==> config.mk <==
export PLATFORM = sky130hd
export DESIGN_NAME = wb_stream_writer_ctrl
export DESIGN_NICKNAME = d
export VERILOG_FILES = /design/src/rtl/wb_stream_writer_ctrl.sv
export SDC_FILE = /design/constraint.sdc
export NUM_CORES = 1
export LEC_CHECK = 0
export BUFFER_PORTS_ARGS = -buffer_cell sky130_fd_sc_hd__buf_2
export CORE_ASPECT_RATIO = 1.4
export CORE_UTILIZATION = 45
export DETAILED_ROUTE_END_ITERATION = 12
export GPL_TIMING_DRIVEN = 0
export MAX_ROUTING_LAYER = met4
export PLACE_DENSITY = 0.69
export SYNTH_ARGS = -nofsm -noshare
export SYNTH_HDL_FRONTEND = slang
export SYNTH_SLANG_ARGS = --single-unit
==> constraint.sdc <==
create_clock -name wb_clk_i -period 3.2 [get_ports wb_clk_i]
set_clock_uncertainty 0.1 [all_clocks]
set_input_delay 0.48 -clock wb_clk_i [delete_from_list [all_inputs] [get_ports wb_clk_i]]
set_output_delay 0.48 -clock wb_clk_i [all_outputs]
set_load 0.01 [all_outputs]
==> src/rtl/wb_stream_writer_ctrl.sv <==
// Wishbone burst-write master draining a first-word-fall-through FIFO into a circular buffer.
// Optional level interrupt built when WB_STREAM_WRITER_CTRL_IRQ_EN is defined.
module wb_stream_writer_ctrl #(
  parameter int WB_AW         = 32,
  parameter int WB_DW         = 32,
  parameter int MAX_BURST_LEN = 8,
  parameter int FIFO_AW       = 4
) (
  input  logic                 wb_clk_i,
  input  logic                 wb_rst_i,
  input  logic                 enable_i,
  input  logic [WB_AW-1:0]     start_adr_i,
  input  logic [WB_AW-1:0]     buf_size_i,
  input  logic [WB_DW-1:0]     fifo_d_i,
  input  logic [FIFO_AW:0]     fifo_cnt_i,
  output logic                 fifo_rd_o,
  output logic [WB_AW-1:0]     wbm_adr_o,
  output logic [WB_DW-1:0]     wbm_dat_o,
  output logic [WB_DW/8-1:0]   wbm_sel_o,
  output logic                 wbm_we_o,
  output logic                 wbm_cyc_o,
  output logic                 wbm_stb_o,
  output logic [2:0]           wbm_cti_o,
  output logic [1:0]           wbm_bte_o,
  input  logic                 wbm_ack_i,
  input  logic                 wbm_err_i,
  output logic                 busy_o,
  output logic                 done_o,
  output logic                 err_o,
  output logic                 irq_o,
  output logic [1:0]           dbg_state_o
);

  // Handshakes: the FIFO head is valid while fifo_cnt_i>0 and is consumed by a
  // fifo_rd_o pulse; a bus beat is offered while cyc&stb and completes in any
  // cycle with wbm_ack_i (and no wbm_err_i), which is exactly when we pop.

  localparam int BPB = WB_DW / 8;
  localparam int BW  = $clog2(MAX_BURST_LEN + 1);
  localparam int CW  = (FIFO_AW + 1 > BW) ? FIFO_AW + 1 : BW;

  typedef enum logic [1:0] {
    S_IDLE  = 2'd0,
    S_WAIT  = 2'd1,
    S_BURST = 2'd2
  } state_t;

  state_t           state_q, state_d;
  logic [WB_AW-1:0] base_q, base_d;
  logic [WB_AW-1:0] size_q, size_d;
  logic [WB_AW-1:0] adr_q, adr_d;
  logic [WB_AW-1:0] rem_q, rem_d;
  logic [BW-1:0]    blen_q, blen_d;
  logic [BW-1:0]    beat_q, beat_d;
  logic             done_q, done_d;
  logic             err_q, err_d;

  logic [BW-1:0]    blen_calc;
  logic             fifo_ready;
  logic             in_burst;
  logic             last_beat;

  // Clip the burst to what is left before the buffer end so it never wraps mid-burst.
  always_comb begin
    blen_calc = BW'(MAX_BURST_LEN);
    if (rem_q < WB_AW'(MAX_BURST_LEN)) blen_calc = BW'(rem_q);
  end

  assign fifo_ready = (CW'(fifo_cnt_i) >= CW'(blen_calc));
  assign in_burst   = (state_q == S_BURST);
  assign last_beat  = (beat_q == (blen_q - BW'(1)));

  assign wbm_cyc_o   = in_burst;
  assign wbm_stb_o   = in_burst;
  assign wbm_we_o    = in_burst;
  assign wbm_sel_o   = {BPB{in_burst}};
  assign wbm_cti_o   = in_burst ? (last_beat ? 3'b111 : 3'b010) : 3'b000;
  assign wbm_bte_o   = 2'b00;
  assign wbm_adr_o   = adr_q;
  assign wbm_dat_o   = fifo_d_i;
  assign fifo_rd_o   = in_burst & wbm_ack_i & ~wbm_err_i;
  assign busy_o      = (state_q != S_IDLE);
  assign done_o      = done_q;
  assign err_o       = err_q;
  assign dbg_state_o = state_q;

  always_comb begin
    state_d = state_q;
    base_d  = base_q;
    size_d  = size_q;
    adr_d   = adr_q;
    rem_d   = rem_q;
    blen_d  = blen_q;
    beat_d  = beat_q;
    done_d  = 1'b0;
    err_d   = err_q;
    unique case (state_q)
      S_IDLE: begin
        // A latched error blocks restart until software drops enable_i.
        if (!enable_i) begin
          err_d = 1'b0;
        end else if ((buf_size_i != '0) && !err_q) begin
          base_d  = start_adr_i;
          size_d  = buf_size_i;
          adr_d   = start_adr_i;
          rem_d   = buf_size_i;
          state_d = S_WAIT;
        end
      end
      S_WAIT: begin
        if (!enable_i) begin
          state_d = S_IDLE;
        end else if (fifo_ready) begin
          blen_d  = blen_calc;
          beat_d  = '0;
          state_d = S_BURST;
        end
      end
      S_BURST: begin
        if (wbm_err_i) begin
          err_d   = 1'b1;
          state_d = S_IDLE;
        end else if (wbm_ack_i) begin
          beat_d = beat_q + BW'(1);
          if (rem_q == WB_AW'(1)) begin
            adr_d  = base_q;
            rem_d  = size_q;
            done_d = 1'b1;
          end else begin
            adr_d = adr_q + WB_AW'(BPB);
            rem_d = rem_q - WB_AW'(1);
          end
          if (last_beat) state_d = enable_i ? S_WAIT : S_IDLE;
        end
      end
      default: state_d = S_IDLE;
    endcase
  end

  always_ff @(posedge wb_clk_i) begin
    if (wb_rst_i) begin
      state_q <= S_IDLE;
      base_q  <= '0;
      size_q  <= '0;
      adr_q   <= '0;
      rem_q   <= '0;
      blen_q  <= '0;
      beat_q  <= '0;
      done_q  <= 1'b0;
      err_q   <= 1'b0;
    end else begin
      state_q <= state_d;
      base_q  <= base_d;
      size_q  <= size_d;
      adr_q   <= adr_d;
      rem_q   <= rem_d;
      blen_q  <= blen_d;
      beat_q  <= beat_d;
      done_q  <= done_d;
      err_q   <= err_d;
    end
  end

`ifdef WB_STREAM_WRITER_CTRL_IRQ_EN
  logic irq_q;

  always_ff @(posedge wb_clk_i) begin
    if (wb_rst_i) begin
      irq_q <= 1'b0;
    end else if (done_d || (in_burst && wbm_err_i)) begin
      irq_q <= 1'b1;
    end else if ((state_q == S_IDLE) && !enable_i) begin
      irq_q <= 1'b0;
    end
  end

  assign irq_o = irq_q;
`else
  assign irq_o = 1'b0;
`endif

endmodule

Word-level counts from Yosys, hierarchy flattened

Index checks and enable logic that the tools add are counted.

Output and inout bits: 83
Input port bits: 106
Word-level logic and storage cells: 82
Register bits: 140

Eq/ne operators: 15
Add/subtract/negate cells: 4
Reduce and logical (&&, ||, !) cells: 14
Mux-type cells: 33
Bitwise gates (word level): 5
$lt $le $gt $ge: 2

Operators by type and width:

| operator                                              | number |
|---|---|
| 2-to-1 mux 32 bit                                     | 10 |
| one-hot mux 32 bit (2 select lines)                   | 2 |
| adder 32 x 3 -> 32 bit, second input constant         | 1 |
| equality test 32 x 1 -> 1 bit, second input constant  | 1 |
| < comparator 32 x 4 -> 1 bit, second input constant   | 1 |
| nonzero test 32 bit                                   | 1 |
| subtractor 32 x 1 -> 32 bit, second input constant    | 1 |
| 2-to-1 mux 4 bit                                      | 5 |
| inequality test 2 bit, second input constant          | 8 |
| AND reduction 5 bit                                   | 3 |
| 2-to-1 mux 2 bit                                      | 7 |
| AND reduction 3 bit                                   | 3 |
| one-hot mux 4 bit (2 select lines)                    | 1 |
| 2-to-1 mux 3 bit                                      | 2 |
| inequality test 3 bit, second input constant          | 2 |
| one-hot mux 2 bit (3 select lines)                    | 1 |
| nonzero test 2 bit                                    | 3 |
| greater-or-equal comparator 5 x 4 -> 1 bit            | 1 |
| adder 4 x 1 -> 4 bit, second input constant           | 1 |
| equality test 4 bit                                   | 1 |
| 2-to-1 mux 1 bit                                      | 4 |
| OR reduction 4 bit                                    | 1 |
| subtractor 4 x 1 -> 4 bit, second input constant      | 1 |
| inequality test 3 x 2 -> 1 bit, second input constant | 1 |
| 8 further kinds                                       | 11 |

Longest topological paths before layout

Depth in word-level cells: 6
Gate-level depth with buffers: 10
Depth with buffers taken out: 10

Worst setup path before layout

OpenSTA, ideal clock, no wires.

Path kind: register to register
Start: register rem_q[4]
End: register blen_q[3]
Data required time: 3.014 ns
Path slack: 0.326 ns
Buffers on the path: 0
Cell stages (with the launch flop): 11
Setup time: 0.086 ns
Arrival: 2.688 ns
Clock period less this slack: 2.874 ns
Path through: dfxtp_1 > nor4_4 > nand4_1 > nor3_1 > ha_1 > nand2b_1 > a21o_1 > a21o_1 > a2111oi_2 > nor2_1 > a211oi_1

Longest elaborated chain between the ends: 4

RTL lines:

| element                                    | line | source |
|---|---|---|
| start: declaration                         | 52   | `logic [WB_AW-1:0] rem_q, rem_d;` |
| start signal: assignment                   | 156  | `rem_q <= rem_d;` |
| < comparator 32 x 4 -> 1 bit               | 66   | `if (rem_q < WB_AW'(MAX_BURST_LEN)) blen_calc = BW'(rem_q);` |
| 2-to-1 mux 4 bit                           | 66   |  |
| net blen_calc[0]                           | 58   | `logic [BW-1:0] blen_calc;` |
| greater-or-equal comparator 5 x 4 -> 1 bit | 69   | `assign fifo_ready = (CW'(fifo_cnt_i) >= CW'(blen_calc));` |
| AND reduction 3 bit (no source line)       | -    |  |
| end signal: assignment                     | 157  | `blen_q <= blen_d;` |
| end: declaration                           | 53   | `logic [BW-1:0] blen_q, blen_d;` |

The timed path passes the listed nets, and every way through them passes these cells.
A chain may end at the register's enable or synchronous reset.

Final worst setup path

Start: register state_q[0] (netlist: dbg_state_o[0])
End: output wbm_sel_o[1]

Longest elaborated chain between the ends: 1

RTL lines:

| element                  | line | source |
|---|---|---|
| start: declaration       | 48   | `state_t state_q, state_d;` |
| start signal: assignment | 152  | `state_q <= state_d;` |
| equality test 2 bit      | 70   | `assign in_burst = (state_q == S_BURST);` |
| end: declaration         | 19   | `output logic [WB_DW/8-1:0] wbm_sel_o,` |

Every way passes these cells.

==> out/results.tsv <==
stage	metric	value	unit
grt	global route hottest layer	met2	
floorplan	placement row count	57	
cts	H-tree levels	4	
min_path	WHS Path Cells	3	
critical_path	number of stages on the worst setup path	6	
cells_and_area	Final nets	1359	
grt	gr ovfl total	0	
cells_and_area	Layout Area Growth over Synthesis	22.6	%
cts	clk buf depth	2	
logic_synthesis	main combinational cell family by area after synthesis	simple AND/OR/NAND/NOR gates	
sta	Tmin final	3.11	ns
placed_design	IO buf count	152	
logic_synthesis	Mapped Area	7970	µm²
logic_synthesis	post-synthesis cell type count	71	
min_path	path type of the worst min-delay path	in2reg	
critical_path	Critical Path Start Type	flop	
grt	grt met3 use	5.67	%
critical_path	critical path data arrival time	2.53	ns
floorplan	Die X	114	µm
grt	Overall Global Routing Usage	35.1	%
critical_path	worst reg2reg path depth	12	
sta	Final Max Slew Viols	0	
logic_synthesis	post-synthesis compound-gate area fraction	22.2	%
drt	drt first pass iters	6	
cts	clk slew on worst S/H paths	0.06	ns
logic_synthesis	fraction of registers with async set/reset	0	%
power	worst vdd ir	0.275	mV
logic_synthesis	most frequent cell after synthesis	nand2_1	
floorplan	Boundary Pins	189	
grt	first-pass GRT wire length	46400	µm
cells_and_area	ANT cells	0	
logic_synthesis	Yosys warning total	0	
sta	period utilization	97.1	%
logic_synthesis	register area share after synthesis	35.2	%
placed_design	Placed Area	9030	µm²
sta	measured slew at the worst slew-check pin	0.917	ns
floorplan	die area	18200	µm²
grt	vias in the first global route	8312	
logic_synthesis	post-synth top area cell	dfxtp_1	
flow_run	maxcap violations	0	
cells_and_area	Finished Cell Area	9770	µm²
grt	initial antenna violation count	0	
logic_synthesis	Top FF cell, synth	dfxtp_1	
cts	clock latency on the worst-skew pair	0.44	ns
grt	largest net degree at the start of global routing	18	
logic_synthesis	Synth Register Bits	140	
drt	drt initial violations	844	
logic_synthesis	adder-cell area share of the yosys netlist	1.41	%
power	leakage power	0.00408	µW
logic_synthesis	Synth Area in XOR/XNOR	3.74	%
logic_synthesis	Post-synth EDFFs	0	
logic_synthesis	Avg Cell Area, Syn	7.50	µm²
critical_path	CP bufs+invs	5	
status	status	finished clean	
floorplan	Die Y	159	µm
floorplan	Initial Util	46.0	%
critical_path	CP delay by family, top	buffers and inverters	
logic_synthesis	Cells after Synth	1062	
critical_path	R2R setup slack	0.09	ns
sta	Fin. Hold Viols	0	
cts	clk sinks	140	
drt	Routed WL	31000	µm
grt	met1 Usage GRT	39.7	%
floorplan	Core Region	17300	µm²
critical_path	slowest stage delay, CP	0.57	ns
sta	Hold WS	0.195	ns
critical_path	Worst Setup End Kind	output port	
logic_synthesis	top post-synthesis cells by area	dfxtp_1 (35%), nand2_1 (11%), a21oi_1 (6.8%), nor2_1 (4.7%), buf_4 (4.1%)	
critical_path	Slowest cell on crit path	clkdlybuf4s15_2	
critical_path	kind of critical path	reg2out	
drt	Final ANT Viol Nets	0	
critical_path	crit-path cells	nand2b_1, inv_1, clkbuf_2, clkdlybuf4s15_2, buf_4, buf_2	
placed_design	routability cong.	0.978	
cells_and_area	Fillers	1729	
logic_synthesis	simple-gate share of the synthesized area	28.7	%
logic_synthesis	top cells by count, synth	nand2_1 (227), dfxtp_1 (140), a21oi_1 (109)	
logic_synthesis	share of the synthesized area in the top cell type	35.2	%
cts	CTS Buf Count	17	
drt	Routed wire per std cell	20.8	µm
cts	Root Driver	clkbuf_16	
logic_synthesis	post-synthesis mux area share	0.251	%
cts	Post-CTS Hold Buffers	0	
sta	slew margin rel.	38.9	%
sta	Fmax	322	MHz
drt	vias	8965	
sta	final setup vio count	0	
drt	routed vias/inst	6.00	
drt	DRC	0	
critical_path	Req. time, crit path	2.62	ns
placed_design	post-DP HPWL	22400	µm
power	PwrDens	506	nW/µm²
cts	CTS tree	yes	
grt	met2 Use GR	56.0	%
critical_path	CP Max Fanout	17	
cells_and_area	share of cells above drive strength 1	23.8	%
==> placed cells by master, fill, tap and decap left out, types with 6 or more instances in the layout <==
cell type	Yosys	layout
a31oi_1	7	7
o21ai_0	33	32
xor2_1	19	19
buf_4	44	51
a211o_1	7	7
nand3_1	23	23
nor2_1	99	97
a211oi_1	27	27
o221a_2	12	12
nand2_1	227	227
nor3_1	28	27
clkbuf_2	0	6
or3_1	10	10
o32ai_1	12	12
o211ai_1	9	9
nor4_1	17	15
a21oi_1	109	109
dfxtp_1	140	134
clkbuf_1	60	59
nor4_4	5	8
nand4_1	16	16
buf_2	8	162
ha_1	9	9
xnor2_1	15	15
inv_1	12	12
clkbuf_16	0	17
and3_1	11	11
a311oi_1	13	13
==> cell families (layout without fill, tap and decap cells) <==
| family | after synthesis | count (layout) |
|---|---|---|
| buffers and inverters | 131 | 324 |
| AOI/OAI and AO/OA | 266 | 266 |
| DFF | 140 | 140 |
| muxes | 2 | 2 |
| adders and majority gates | 9 | 9 |
| and+or+nand+nor | 479 | 479 |
| xor gates and xnor gates | 34 | 34 |
| other | 1 | 3 |
==> layout make-up <==
cell class                      instances  area, µm²  share of cell area (%)
Sequential cell                       140       2820                    28.8
Clock inverter                          7       63.8                   0.653
Tap cell                              236        295                    3.02
Multi-Input combinational cell        793       4580                    46.9
Clock buffer                           25        485                    4.97
Inverter                               13       48.8                   0.500
Timing Repair Buffer                  162        841                    8.61
Buffer                                117        638                    6.53
==> sequential cells by signal, summed over array words and instances, names as in the netlist <==
name         count
size_q          32
wbm_adr_o       32
err_o            1
done_o           1
rem_q           32
dbg_state_o      2
base_q          32
beat_q           4
blen_q           4
==> power breakdown <==
group	total [µW]	switching (µW)	internal [µW]
logic	1010	617	397
clock network	1890	764	1120
registers	2040	165	1880
total	4950	1550	3400
==> what timing repair did <==
item                                    CTS  global route
endpoints found under the setup margin   19            43
pin swaps                                 5            11
setup buffers                             2             7
hold endpoints to repair                  0             0
gates resized for setup                  11            26
==> worst reg2reg max path: stages (launching register included) <==
cell and delay (ns):
dfxtp_4 0.37, nor4_4 0.40, nand4_1 0.16, buf_6 0.18, nor3_4 0.14, ha_1 0.26, nand2b_4 0.14, a21o_1 0.17
a21o_1 0.19, a2111oi_4 0.50, buf_4 0.20, or3_1 0.09, a21oi_1 0.06
==> per-stage QoR <==
stage          power, µW  setup slack, ns  setup TNS (ns)  std cells  util [%]
3_3_place_gp        3010           -0.386           -9.49       1452      52.1
2_1_floorplan       2640            0.326               0       1064         -
3_5_place_dp        3020           -0.446          -11.26       1452      52.1
6_report            4950           0.0915               0       1493      56.4
4_1_cts             4900           0.0548               0       1486      55.7
5_1_grt             5120          -0.0283         -0.0511       1493      56.4
==> final timing paths <==
kind / to / from
max: wbm_sel_o[1] / dbg_state_o[0]
min: base_q[17] / start_adr_i[17]
max reg2reg: blen_q[2] / rem_q[25]
min reg2reg: base_q[1] / base_q[1]
==> metal layers <==
| layer | share of wire, % | vias to the layer above | wire length, µm |
|---|---|---|---|
| met5 | 0 | - | 0 |
| met4 | 6.6 | 0 | 2050 |
| met3 | 8.4 | 153 | 2620 |
| met2 | 47 | 530 | 14700 |
| met1 | 38 | 4175 | 11700 |
| li1 | - | 4107 | - |
Note: power is estimated with default switching activity, not from simulation.
